--- config.mk ---
export PLATFORM = sky130hd
export DESIGN_NAME = fpu_sequencer
export DESIGN_NICKNAME = d
export VERILOG_FILES = /design/src/rtl/fpu_sequencer.sv
export SDC_FILE = /design/constraint.sdc
export NUM_CORES = 1
export LEC_CHECK = 0
export BUFFER_PORTS_ARGS = -buffer_cell sky130_fd_sc_hd__buf_4
export CAP_MARGIN = 15
export CORE_MARGIN = 5
export CORE_UTILIZATION = 25
export DETAILED_ROUTE_END_ITERATION = 10
export PLACE_DENSITY = 0.42
export SLEW_MARGIN = 20
export SYNTH_ARGS = -nofsm -noshare
export SYNTH_HDL_FRONTEND = slang
export SYNTH_SLANG_ARGS = --single-unit
--- constraint.sdc ---
create_clock -name clk -period 4.4 [get_ports clk]
set_clock_uncertainty 0.15 [all_clocks]
set_input_delay 0.66 -clock clk [delete_from_list [all_inputs] [get_ports clk]]
set_output_delay 0.66 -clock clk [all_outputs]
set_load 0.005 [all_outputs]
--- src/rtl/fpu_sequencer.sv ---
// Bus master that runs one FPU divide/multiply per request over the FPU's byte-wide port:
// loads Y and X, starts the op, polls busy, reads the 4-byte result and returns it.
module fpu_sequencer #(
  parameter int SETTLE_CYC   = 2,
  parameter int TIMEOUT_POLL = 64
) (
  input  logic        clk,
  input  logic        reset,
  input  logic        req_valid,
  output logic        req_ready,
  input  logic        req_op,
  input  logic [31:0] req_y,
  input  logic [31:0] req_x,
  output logic        rsp_valid,
  input  logic        rsp_ready,
  output logic [31:0] rsp_result,
  output logic        rsp_timeout,
  output logic        fpu_sel,
  output logic [1:0]  fpu_addr,
  output logic        fpu_read,
  output logic        fpu_write,
  output logic [7:0]  fpu_wdata,
  input  logic [7:0]  fpu_rdata
);

  localparam int PW = $clog2(TIMEOUT_POLL + 1);
  localparam int SW = (SETTLE_CYC > 1) ? $clog2(SETTLE_CYC) : 1;

  localparam logic [1:0] A_STATUS = 2'b00;
  localparam logic [1:0] A_RESULT = 2'b01;
  localparam logic [1:0] A_CMD    = 2'b10;
  localparam logic [1:0] A_VALUE  = 2'b11;

  localparam logic [7:0] C_SET_Y = 8'h01;
  localparam logic [7:0] C_SET_X = 8'h02;
  localparam logic [7:0] C_DIV   = 8'h03;
  localparam logic [7:0] C_MUL   = 8'h04;

  typedef enum logic [3:0] {
    S_IDLE, S_CMD_Y, S_VAL_Y, S_CMD_X, S_VAL_X, S_CMD_OP, S_SETTLE, S_POLL, S_READ, S_RESP
  } state_t;

  state_t          state_q, state_d;
  logic            gap_q, gap_d;
  logic [1:0]      cnt_q, cnt_d;
  logic [SW-1:0]   settle_q, settle_d;
  logic [PW-1:0]   poll_q, poll_d;
  logic            busy_q, busy_d;
  logic            op_q, op_d;
  logic [31:0]     y_q, y_d;
  logic [31:0]     x_q, x_d;
  logic [31:0]     result_q, result_d;
  logic            timeout_q, timeout_d;

  function automatic logic [7:0] byte_of(input logic [31:0] w, input logic [1:0] idx);
    case (idx)
      2'd0:    return w[31:24];
      2'd1:    return w[23:16];
      2'd2:    return w[15:8];
      default: return w[7:0];
    endcase
  endfunction

  // NOTE: every signal written here gets a default first, so no path can infer a latch.
  always_comb begin
    state_d     = state_q;
    gap_d       = gap_q;
    cnt_d       = cnt_q;
    settle_d    = settle_q;
    poll_d      = poll_q;
    busy_d      = busy_q;
    op_d        = op_q;
    y_d         = y_q;
    x_d         = x_q;
    result_d    = result_q;
    timeout_d   = timeout_q;
    req_ready   = 1'b0;
    rsp_valid   = 1'b0;
    rsp_timeout = 1'b0;
    fpu_read    = 1'b0;
    fpu_write   = 1'b0;
    fpu_addr    = 2'b00;
    fpu_wdata   = 8'h00;

    case (state_q)
      S_IDLE: begin
        req_ready = 1'b1;
        gap_d     = 1'b0;
        if (req_valid) begin
          y_d       = req_y;
          x_d       = req_x;
          op_d      = req_op;
          result_d  = '0;
          timeout_d = 1'b0;
          poll_d    = '0;
          cnt_d     = '0;
          state_d   = S_CMD_Y;
        end
      end
      S_CMD_Y: begin
        {fpu_write, fpu_addr, fpu_wdata} = {1'b1, A_CMD, C_SET_Y};
        gap_d = !gap_q;
        if (gap_q) state_d = S_VAL_Y;
      end
      S_VAL_Y: begin
        {fpu_write, fpu_addr, fpu_wdata} = {1'b1, A_VALUE, byte_of(y_q, cnt_q)};
        gap_d = !gap_q;
        if (gap_q) begin
          cnt_d = cnt_q + 2'd1;
          if (cnt_q == 2'd3) state_d = S_CMD_X;
        end
      end
      S_CMD_X: begin
        {fpu_write, fpu_addr, fpu_wdata} = {1'b1, A_CMD, C_SET_X};
        gap_d = !gap_q;
        if (gap_q) state_d = S_VAL_X;
      end
      S_VAL_X: begin
        {fpu_write, fpu_addr, fpu_wdata} = {1'b1, A_VALUE, byte_of(x_q, cnt_q)};
        gap_d = !gap_q;
        if (gap_q) begin
          cnt_d = cnt_q + 2'd1;
          if (cnt_q == 2'd3) state_d = S_CMD_OP;
        end
      end
      S_CMD_OP: begin
        {fpu_write, fpu_addr, fpu_wdata} = {1'b1, A_CMD, op_q ? C_MUL : C_DIV};
        gap_d = !gap_q;
        if (gap_q) begin
          settle_d = '0;
          state_d  = (SETTLE_CYC == 0) ? S_POLL : S_SETTLE;
        end
      end
      S_SETTLE: begin
        settle_d = settle_q + SW'(1);
        if (settle_q == SW'(SETTLE_CYC - 1)) state_d = S_POLL;
      end
      S_POLL: begin
        {fpu_read, fpu_addr} = {1'b1, A_STATUS};
        gap_d = !gap_q;
        if (!gap_q) begin
          busy_d = fpu_rdata[7];
          if (fpu_rdata[7]) poll_d = poll_q + PW'(1);
        end else if (!busy_q) begin
          cnt_d   = '0;
          state_d = S_READ;
        end else if (poll_q == PW'(TIMEOUT_POLL)) begin
          // Abandoned op: result stays at the zero loaded on accept.
          timeout_d = 1'b1;
          state_d   = S_RESP;
        end
      end
      S_READ: begin
        {fpu_read, fpu_addr} = {1'b1, A_RESULT};
        gap_d = !gap_q;
        if (!gap_q) begin
          result_d = {result_q[23:0], fpu_rdata};
        end else begin
          cnt_d = cnt_q + 2'd1;
          if (cnt_q == 2'd3) state_d = S_RESP;
        end
      end
      S_RESP: begin
        rsp_valid   = 1'b1;
        rsp_timeout = timeout_q;
        if (rsp_ready) begin
          timeout_d = 1'b0;
          state_d   = S_IDLE;
        end
      end
      default: state_d = S_IDLE;
    endcase

    // Strobes last one cycle; the following cycle is a quiet gap with address and data at 0.
    if (gap_q) begin
      fpu_read  = 1'b0;
      fpu_write = 1'b0;
      fpu_addr  = 2'b00;
      fpu_wdata = 8'h00;
    end
  end

  assign fpu_sel    = fpu_read | fpu_write;
  assign rsp_result = result_q;

  // NOTE: state uses non-blocking assignments; operands are reset too because a reset must clear every register.
  always_ff @(posedge clk or posedge reset) begin
    if (reset) begin
      state_q   <= S_IDLE;
      gap_q     <= 1'b0;
      cnt_q     <= '0;
      settle_q  <= '0;
      poll_q    <= '0;
      busy_q    <= 1'b0;
      op_q      <= 1'b0;
      y_q       <= '0;
      x_q       <= '0;
      result_q  <= '0;
      timeout_q <= 1'b0;
    end else begin
      state_q   <= state_d;
      gap_q     <= gap_d;
      cnt_q     <= cnt_d;
      settle_q  <= settle_d;
      poll_q    <= poll_d;
      busy_q    <= busy_d;
      op_q      <= op_d;
      y_q       <= y_d;
      x_q       <= x_d;
      result_q  <= result_d;
      timeout_q <= timeout_d;
    end
  end

endmodule
==> summary.txt, run 1 <==
Finish
  • Layout cell share with drive strength beyond 1: 23.91%
  • Most frequent cells in the layout: sky130_fd_sc_hd__nand2_1, sky130_fd_sc_hd__buf_4, sky130_fd_sc_hd__dfrtp_1
  • Total Nets Final: 828
  • FILL cells: 2248
  • Syn-to-layout area delta: 34.18%
  • FF/Latch Area: 0.002853 mm2
  • Most common cell after layout, fill and taps aside: sky130_fd_sc_hd__nand2_1
  • Antenna Diode Count: 0
  • Finished layout cell area: 0.007226 mm2
  • Area occupied by multi-input gates: 0.002326 mm2

Detailed routing
  • Initial DRC Count: 300
  • Number of DRC violations after detailed routing: 0
  • Average via count per standard cell: 4.597
  • Antenna-violating nets left: 0
  • Wirelength per Cell: 15.97 um
  • Total wire length after detailed routing: 16490 um
  • DR vias: 4744
  • Pre-Repair DR Iteration Count: 6

Placed design
  • Cell area reported after detailed placement: 0.006549 mm2
  • Last weighted congestion value of the routability-driven placer: 0.8184
  • Count of input and output buffers: 124
  • Hpwl dp: 11630 um

Power and ir drop
  • Largest vdd supply drop: 0.2366 mV
  • Leak: 3.698 nW
  • Power per Cell Area: 626.9 mW/mm2
  • Total power of the final layout: 4.530 mW

Worst setup path
  • Worst path max stage delay: 0.74 ns
  • Worst setup EP type: output port
  • Required time worst endpoint: 3.59 ns
  • Class of the most critical setup path: register to output port
  • Critical path startpoint category: register
  • Worst-path maximum fanout: 20
  • Arrival time of the worst setup path: 2.71 ns
  • Cells along the critical path: nand2b_1, nor3_1, a32oi_1, a21oi_1, buf_4
  • Sum of buffers and inverters on the critical path: 1
  • Crit-path leading delay family: simple AND/OR/NAND/NOR gates
  • Cell type of the slowest stage on the worst timing path: sky130_fd_sc_hd__nor3_1

Logic synthesis
  • Mean area per synthesized cell: 8.481 um2
  • Proportion of synthesized chip area in sequential cells: 52.97%
  • Compound-Gate Fraction of Synth Area: 10.39%
  • Share of synthesized cell area in and, or, nand and nor gates: 29.34%
  • Ys Warns: 0
  • Post-Syn Area: 0.005385 mm2
  • Area contributors post-synth: sky130_fd_sc_hd__dfrtp_1, sky130_fd_sc_hd__nand2_1, sky130_fd_sc_hd__nand3_1
  • Dominant register cell in the synthesized netlist: sky130_fd_sc_hd__dfrtp_1
  • Number of flops mapped to enable cells by yosys: 0
  • Net count of the mapped netlist: 718
  • Post-synthesis cell type with the largest combined area: sky130_fd_sc_hd__dfrtp_1
  • Post-synthesis share of cell area spent on full adders, half adders and majority gates: 1.394%
  • Fraction of synthesized cell area taken by the top area cell type: 52.97%
  • Post-synthesis share of cell area spent on xor and xnor gates: 0.9758%
  • Count of cell types in the netlist: 52
  • Flip-flop and latch count after synthesis: 114
  • Multiplexer share of the synthesized area: 0.8364%
  • Main combinational cell family by area after synthesis: simple AND/OR/NAND/NOR gates
  • Async SR Flop Fraction: 100.0%
  • Mapped Cells: 635

Global routing
  • First-pass GRT wire length: 26150 um
  • Number of antenna violations at the first check in global routing: 0
  • Pin count of the biggest net entering global routing: 68
  • Via count of the first global-routing pass: 4853
  • Total routing resource utilization after global routing: 13.69%
  • Overflow left after global routing: 0

Min path
  • Classification of the worst-slack hold path: input port to asynchronous set/reset pin

Timing
  • Slew at the pin closest to its max-slew limit: 1.015 ns
  • Hold violation total from the final report: 0
  • Highest attainable clock frequency: 284.0 MHz
  • Share of the cycle needed by the critical path after routing: 80.01%
  • RSZ-0062 raised after global routing: no
  • Setup total negative slack: 0 ns
  • Minimum period implied by the final worst setup slack: 3.521 ns
  • Headroom to the max-slew limit: 32.34%
  • Final max-slew violation count: 0
  • Final setup violation count: 0

Clock network
  • CTS sink count: 114
  • Number of buffers inserted by post-CTS setup repair: 0
  • Number of hold-repair buffers added at the cts stage: 0
  • Number of buffers between clock root and the deepest sink: 2
  • Num CTS Buffers: 17
  • Clock root buffer: sky130_fd_sc_hd__clkbuf_16
  • Deepest level of the CTS H-tree: 4
  • Clock transition at the register clock pins on the worst setup and hold paths after CTS: 0.06 ns
  • Count of cells resized by post-cts repair: 0
  • CTS tree: yes
  • Clock latency at the later pin of the worst-skew pair: 0.41 ns

Outcome
  • Run status: finished clean

Floorplan
  • Overall die area: 0.02458 mm2
  • # rows: 53
  • Initial core utilization: 25.54%
  • I/O Pins: 125
  • Die Y-Extent: 156.8 um
  • Die outline width: 156.8 um
  • Placeable Area: 0.02109 mm2

Flow run
  • Maximum capacitance violations: 0
-- stage by stage --
stage	hold WS (ns)	cells	setup WS [ns]	utilization, %
after floorplan	0.2946	635	0.5743	-
after global placement	0.3017	1001	1.396	31.05
after detailed placement	0.3093	1001	1.351	31.05
after CTS	0.2640	1032	0.9081	34.26
after global routing	0.2662	1032	0.6703	34.26
final	0.2759	1032	0.8794	34.26
-- path summary, 6_finish.rpt --
check / from / end / slack, ns / cells after the start
max: state_q[3] / fpu_wdata[2] / 0.88 / 5
min: reset / rsp_result[0] / 0.28 / 2
max reg2reg: cnt_q[1] / state_q[3] / 1.68 / 6
min reg2reg: rsp_result[28] / rsp_result[28] / 0.31 / 2
max in group asynchronous: reset / x_q[25] / 2.91 / 3
min in group clk: req_y[29] / y_q[29] / 0.28 / 3
-- per-layer routing --
layer	GRT usage, %	share of wire (%)	up-vias
met5	0	0	-
met4	4.628	1.4	0
met3	3.512	4.7	18
met2	20.91	47	129
met1	18.92	47	2268
li1	-	-	2329
-- power by group --
group          switching (mW)  internal (mW)  leakage, nW
registers               0.300           1.37         1.49
clock network           0.482           1.10        0.326
logic                   0.743          0.534         1.88
-- logic make-up after synthesis --
family                   Yosys count
AND/OR/NAND/NOR                  378
AO/OA/AOI/OAI                     76
XOR/XNOR                           6
multiplexers                       4
adder cells (fa/ha/maj)            6
flip-flops                       114
buffers and inverters             51
-- sequential cells by signal, summed over array words and instances (netlist names) --
| signal | count |
|---|---|
| state_q | 4 |
| gap_q | 1 |
| op_q | 1 |
| timeout_q | 1 |
| cnt_q | 2 |
| poll_q | 7 |
| settle_q | 1 |
| busy_q | 1 |
| rsp_result | 32 |
| y_q | 32 |
| x_q | 32 |
-- Yosys cell counts, types with 4 or more instances --
master / count
sky130_fd_sc_hd__nand4_1: 4
sky130_fd_sc_hd__dfrtp_1: 114
sky130_fd_sc_hd__clkbuf_1: 23
sky130_fd_sc_hd__o21ai_0: 24
sky130_fd_sc_hd__nor3_1: 7
sky130_fd_sc_hd__a22oi_1: 5
sky130_fd_sc_hd__buf_2: 14
sky130_fd_sc_hd__mux2_2: 4
sky130_fd_sc_hd__nor2_2: 4
sky130_fd_sc_hd__inv_1: 11
sky130_fd_sc_hd__nand2_1: 289
sky130_fd_sc_hd__a21oi_1: 10
sky130_fd_sc_hd__a222oi_1: 16
sky130_fd_sc_hd__xor2_1: 6
sky130_fd_sc_hd__ha_1: 6
sky130_fd_sc_hd__nor2_1: 17
sky130_fd_sc_hd__nand2b_1: 5
sky130_fd_sc_hd__nand3_1: 37
-- final cells by class --
class,instances,area share (%)
clock buffers,22,6.563
multi-input cells,470,32.19
inverters,11,0.6061
repair buffers,131,13.61
flip-flops and latches,114,39.48
clock inverters,9,2.788
well taps,275,4.762
Power figures use the tool's default switching activity.
==> inputs of run 2 (changes only) <==
--- a/config.mk
+++ b/config.mk
@@ -10,7 +10,7 @@
 export CORE_MARGIN = 5
 export CORE_UTILIZATION = 25
 export DETAILED_ROUTE_END_ITERATION = 10
-export PLACE_DENSITY = 0.42
+export PLACE_DENSITY = 0.44
 export SLEW_MARGIN = 20
 export SYNTH_ARGS = -nofsm -noshare
 export SYNTH_HDL_FRONTEND = slang
==> constraint.sdc (replaced) <==
create_clock -name clk -period 2.9 [get_ports clk]
set_clock_uncertainty 0.15 [all_clocks]
set_input_delay 0.435 -clock clk [delete_from_list [all_inputs] [get_ports clk]]
set_output_delay 0.435 -clock clk [all_outputs]
set_load 0.005 [all_outputs]
==> run 2 against run 1 <==
Compared with the run above: the run now ends with hold timing left; setup slack got worse by 0.75 ns; combinational power up 66%; critical path depth rose by 3; via count down 0.11%; register-to-register slack worse by 1.1 ns; non-clock buffer count grew 13; design area is 2.7% higher; clock-buffer cell count decreased by 2; global-route usage fell by 0.10 points; critical path type unchanged.
==> summary.txt, run 2 (synthesized netlist as in run 1, its figures left out) <==
Power and ir drop
  • Power per Cell Area: 942.0 mW/mm2
  • Relative contribution of the clock network to total power: 33.4%
  • Reported net switching power: 2.380 mW
  • Total internal power: 4.609 mW
  • Switching share of total power: 34.06%
  • Largest vdd supply drop: 0.3560 mV
  • Fraction of power consumed by sequential logic: 36.1%
  • Leak: 3.767 nW
  • Total power of the final layout: 6.989 mW
  • Combinational cell fraction of total power: 30.5%

Placed design
  • Last weighted congestion value of the routability-driven placer: 0.8546
  • Placed cell count: 1009
  • Count of input and output buffers: 124
  • Hpwl dp: 11630 um

Outcome
  • Run status: finished, violations left
  • Violated checks: hold timing

Flow run
  • Maximum capacitance violations: 0

Finish
  • Syn-to-layout area delta: 37.78%
  • Antenna Diode Count: 0
  • FILL cells: 2248
  • Most common cell after layout, fill and taps aside: sky130_fd_sc_hd__nand2_1
  • Most frequent cells in the layout: sky130_fd_sc_hd__nand2_1, sky130_fd_sc_hd__buf_4, sky130_fd_sc_hd__dfrtp_1
  • Total Nets Final: 841
  • Post-route non-filler standard cell count: 1046
  • Layout cell share with drive strength beyond 1: 26.72%

Floorplan
  • Placeable Area: 0.02109 mm2
  • I/O Pins: 125
  • Overall die area: 0.02458 mm2
  • Die outline width: 156.8 um
  • Initial core utilization: 25.54%
  • # rows: 53
  • Die Y-Extent: 156.8 um

Global routing
  • Via count of the first global-routing pass: 4863
  • Overflow left after global routing: 0
  • Total routing resource utilization after global routing: 13.59%
  • Pin count of the biggest net entering global routing: 71
  • Number of antenna violations at the first check in global routing: 0
  • First-pass GRT wire length: 26410 um

Worst setup path
  • Worst reg2reg path depth: 6
  • Critical path startpoint category: register
  • Required time worst endpoint: 2.32 ns
  • Worst setup EP type: output port
  • Startpoint of the most critical register-to-register path: state_q[1]
  • Arrival time of the worst setup path: 2.18 ns
  • Class of the most critical setup path: register to output port
  • Worst-path maximum fanout: 9
  • R2R Path End: cnt_q[1]
  • R2R Setup Slk: 0.55 ns

Timing
  • Share of the cycle needed by the critical path after routing: 95.48%
  • Slew at the pin closest to its max-slew limit: 0.7338 ns
  • Final setup violation count: 0
  • Fin Hold WS: -0.0003243 ns
  • Highest attainable clock frequency: 361.2 MHz
  • Final max-slew violation count: 0
  • RSZ-0062 raised after global routing: no
  • Hold violation total from the final report: 1
  • Minimum period implied by the final worst setup slack: 2.769 ns
  • Setup total negative slack: 0 ns
  • Headroom to the max-slew limit: 50.97%

Clock network
  • Clock latency at the later pin of the worst-skew pair: 0.40 ns
  • Number of hold-repair buffers added at the cts stage: 0
  • Clock root buffer: sky130_fd_sc_hd__clkbuf_16
  • CTS tree: yes
  • CTS sink count: 114
  • Number of buffers between clock root and the deepest sink: 2
  • Deepest level of the CTS H-tree: 4
  • Clock transition at the register clock pins on the worst setup and hold paths after CTS: 0.06 ns
  • Num CTS Buffers: 17

Detailed routing
  • Wirelength per Cell: 15.59 um
  • Average via count per standard cell: 4.531
  • Number of DRC violations after detailed routing: 0
  • Pre-Repair DR Iteration Count: 6
  • Total wire length after detailed routing: 16310 um
  • Initial DRC Count: 353
  • Antenna-violating nets left: 0
  • DR vias: 4739

Min path
  • Classification of the worst-slack hold path: input port to asynchronous set/reset pin
run 2: cell count changes in the layout (fill, tap and decap cells not counted), sizes merged:
cell | previous run | this run
clkinvlp | 1 | 2
bufinv | 6 | 5
clkinv | 2 | 4
buf | 131 | 144
inv | 11 | 12
clkbuf | 22 | 20
run 2: worst max path at each step:
stage / startpoint / endpoint / slack (ns) / depth (start not counted)
after floorplan: state_q[1] / fpu_wdata[1] / 0.71 / 6
after global placement: cnt_q[1] / fpu_wdata[1] / 0.44 / 7
after CTS: cnt_q[1] / fpu_wdata[2] / 0.01 / 7
after detailed placement: cnt_q[1] / fpu_wdata[2] / 0.30 / 7
after global routing: cnt_q[1] / fpu_wdata[6] / 0.007 / 8
final: cnt_q[0] / fpu_wdata[3] / 0.13 / 8
run 2: per-layer routing:
metal	part of all wire [%]	routed length [um]	GRT usage (%)
met5	0	0	0
met4	1.4	223	4.132
met3	5.2	841	3.374
met2	47	7615	21.28
met1	47	7629	18.59
run 2: timing repair:
item	CTS	global route
buffers inserted	0	5
pin swaps	0	5
setup endpoints to repair	6	8
hold endpoints to repair	0	0
resized for setup	3	12
run 2: power groups by stage:
stage	combinational [mW]	clock (mW)	sequential, mW
2_1_floorplan	1.49	0	2.31
3_3_place_gp	2.01	0	2.56
6_report	2.13	2.34	2.52
3_5_place_dp	2.04	0	2.54
5_1_grt	2.42	2.47	2.58
4_1_cts	2.06	2.40	2.52
run 2: worst max-delay path, stage by stage, from the launching register on:
cell                       delay [ns]
sky130_fd_sc_hd__dfrtp_2         0.41
sky130_fd_sc_hd__inv_1           0.12
sky130_fd_sc_hd__ha_4            0.22
sky130_fd_sc_hd__buf_12          0.14
sky130_fd_sc_hd__a222oi_1        0.35
sky130_fd_sc_hd__o21ai_0         0.13
sky130_fd_sc_hd__a22oi_1         0.16
sky130_fd_sc_hd__nor2_1          0.09
sky130_fd_sc_hd__buf_4           0.16
run 2: area by class of cell:
class	count	area, um2	share of cell area (%)
flip-flops and latches	114	2859	38.53
clock buffers	20	456.7	6.155
inverters	11	45.04	0.6071
multi-input cells	470	2369	31.92
clock inverters	12	202.7	2.732
well taps	275	344.1	4.637
repair buffers	144	1144	15.41
run 2: stage by stage:
| step | cell area, um2 | setup slack [ns] | utilization (%) |
|---|---|---|---|
| 4_1_cts | 7315 | 0.01260 | 34.69 |
| 3_3_place_gp | 6648 | 0.4444 | 31.52 |
| 3_5_place_dp | 6648 | 0.3012 | 31.52 |
| 5_1_grt | 7420 | 0.007150 | 35.18 |
| 2_1_floorplan | 5389 | 0.7139 | - |
| 6_report | 7420 | 0.1312 | 35.18 |
==> inputs of run 3 (changes only) <==
==> constraint.sdc (replaced) <==
create_clock -name clk -period 2.9 [get_ports clk]
set_clock_uncertainty 0.15 [all_clocks]
set_input_delay 0.435 -clock clk [delete_from_list [all_inputs] [get_ports clk]]
set_output_delay 0.435 -clock clk [all_outputs]
set_load 0.05 [all_outputs]
==> run 3 against run 2 <==
Compared with the run above: the run now ends clean; core utilization is 0.36 points lower; routed wire length is 0.90% higher; clock-buffer cell count is 1 higher; largest power group unchanged.
==> summary.txt, run 3 (synthesized netlist as in run 1, its figures left out) <==
Finish
  • Antenna Diode Count: 0
  • FILL cells: 2253
  • Finished layout cell area: 0.007345 mm2
  • FF/Latch Area: 0.002856 mm2
  • Final design utilization: 34.83%
  • Most frequent cells in the layout: sky130_fd_sc_hd__nand2_1, sky130_fd_sc_hd__buf_4, sky130_fd_sc_hd__dfrtp_1
  • Total Nets Final: 839
  • Most common cell after layout, fill and taps aside: sky130_fd_sc_hd__nand2_1
  • Area occupied by multi-input gates: 0.002380 mm2
  • Layout cell share with drive strength beyond 1: 26.30%
  • Post-route non-filler standard cell count: 1043
  • Syn-to-layout area delta: 36.38%

Detailed routing
  • DR vias: 4800
  • Initial DRC Count: 421
  • Total wire length after detailed routing: 16460 um
  • Wirelength per Cell: 15.78 um
  • Average via count per standard cell: 4.602
  • Antenna-violating nets left: 0
  • Number of DRC violations after detailed routing: 0
  • Pre-Repair DR Iteration Count: 6

Timing
  • Highest attainable clock frequency: 350.9 MHz
  • Setup total negative slack: 0 ns
  • Final setup violation count: 0
  • Headroom to the max-slew limit: 54.86%
  • Minimum period implied by the final worst setup slack: 2.850 ns
  • Hold violation total from the final report: 0
  • Final max-slew violation count: 0
  • Slew at the pin closest to its max-slew limit: 0.6772 ns
  • Share of the cycle needed by the critical path after routing: 98.28%
  • RSZ-0062 raised after global routing: yes

Placed design
  • Last weighted congestion value of the routability-driven placer: 0.8320
  • Cell area reported after detailed placement: 0.006628 mm2
  • Placed cell count: 1008
  • Hpwl dp: 11410 um
  • Count of input and output buffers: 124

Worst setup path
  • Class of the most critical setup path: register to output port
  • Critical path startpoint category: register
  • Worst path max stage delay: 0.46 ns
  • Most frequent CP cell: sky130_fd_sc_hd__buf_6
  • Cells along the critical path: inv_2, ha_4, buf_6, a222oi_1, o21ai_1, a22oi_1, nor2_1, buf_6
  • Worst setup EP type: output port
  • Cell type of the slowest stage on the worst timing path: sky130_fd_sc_hd__a222oi_1
  • Worst reg2reg path depth: 6
  • Worst-path maximum fanout: 8
  • Required time worst endpoint: 2.32 ns
  • Arrival time of the worst setup path: 2.27 ns

Power and ir drop
  • Combinational cell fraction of total power: 35.0%
  • Total internal power: 4.421 mW
  • Total power of the final layout: 7.091 mW
  • Fraction of power consumed by sequential logic: 35.0%
  • Largest vdd supply drop: 0.5472 mV
  • Leak: 3.728 nW
  • Switching share of total power: 37.65%
  • Power per Cell Area: 965.4 mW/mm2
  • Relative contribution of the clock network to total power: 30.0%
  • Reported net switching power: 2.669 mW

Floorplan
  • # rows: 53
  • Placeable Area: 0.02109 mm2
  • I/O Pins: 125
  • Initial core utilization: 25.54%
  • Die outline width: 156.8 um
  • Die Y-Extent: 156.8 um
  • Overall die area: 0.02458 mm2

Global routing
  • Pin count of the biggest net entering global routing: 115
  • Number of antenna violations at the first check in global routing: 0
  • First-pass GRT wire length: 26430 um
  • Overflow left after global routing: 0
  • Via count of the first global-routing pass: 4862
  • Total routing resource utilization after global routing: 13.61%

Clock network
  • Deepest level of the CTS H-tree: 4
  • Number of buffers between clock root and the deepest sink: 2
  • Number of hold-repair buffers added at the cts stage: 0
  • CTS tree: yes
  • Clock latency at the later pin of the worst-skew pair: 0.41 ns
  • CTS sink count: 114
  • Clock root buffer: sky130_fd_sc_hd__clkbuf_16
  • Clock transition at the register clock pins on the worst setup and hold paths after CTS: 0.05 ns
  • Num CTS Buffers: 17

Outcome
  • Run status: finished clean

Min path
  • Classification of the worst-slack hold path: input port to asynchronous set/reset pin

Flow run
  • Maximum capacitance violations: 0
run 3: power groups by stage:
stage	logic [mW]	registers, mW	clock network (mW)
2_1_floorplan	1.74	2.34	0
6_report	2.48	2.48	2.12
3_3_place_gp	2.36	2.50	0
4_1_cts	2.43	2.48	2.18
3_5_place_dp	2.38	2.50	0
5_1_grt	2.77	2.54	2.26
run 3: layer usage:
layer / wire [um] / part of all wire (%) / global-route usage, % / vias to the layer above
li1: - / - / - / 2357
met1: 7776 / 47 / 19.20 / 2273
met2: 7520 / 46 / 20.71 / 156
met3: 1015 / 6.2 / 3.789 / 14
met4: 144 / 0.88 / 3.347 / 0
met5: 0 / 0 / 0 / -
run 3: per-stage QoR:
| step | worst slack [ns] | hold WS (ns) |
|---|---|---|
| after floorplan | 0.09241 | 0.2946 |
| after CTS | 0.007095 | 0.04376 |
| after detailed placement | 0.2172 | 0.3117 |
| after global placement | 0.2164 | 0.3012 |
| after global routing | -0.06400 | 0.05223 |
| final | 0.04993 | 0.03070 |
run 3: worst paths after layout:
kind	from	end	slack, ns
setup / recovery	cnt_q[0]	fpu_wdata[5]	0.05
hold / removal	reset	x_q[9]	0.03
setup reg to reg	state_q[3]	state_q[3]	0.49
hold reg to reg	rsp_result[29]	rsp_result[29]	0.32
max in group asynchronous	reset	state_q[3]	2.04
min in group clk	req_y[4]	y_q[4]	0.06
run 3: layout make-up:
cell class	count	share of cell area (%)
clock inverter	10	1.823
tap	275	4.685
clock buffer	21	6.269
inverter	11	0.6133
sequential	114	38.89
timing repair buffer	142	15.32
multi-input combinational	470	32.40
run 3: critical path: cells and delay by family (launching register included):
family,cells,cell delay [ns]
fa+ha+maj,1,0.21
simple gates,1,0.10
compound gates,3,0.72
flops,1,0.41
buf+inv,3,0.42
run 3: timing repair:
action,in CTS,in global routing
gates cloned,0,0
setup buffers,1,3
setup endpoints to repair,9,9
resized for setup,12,19
pin swaps,4,15
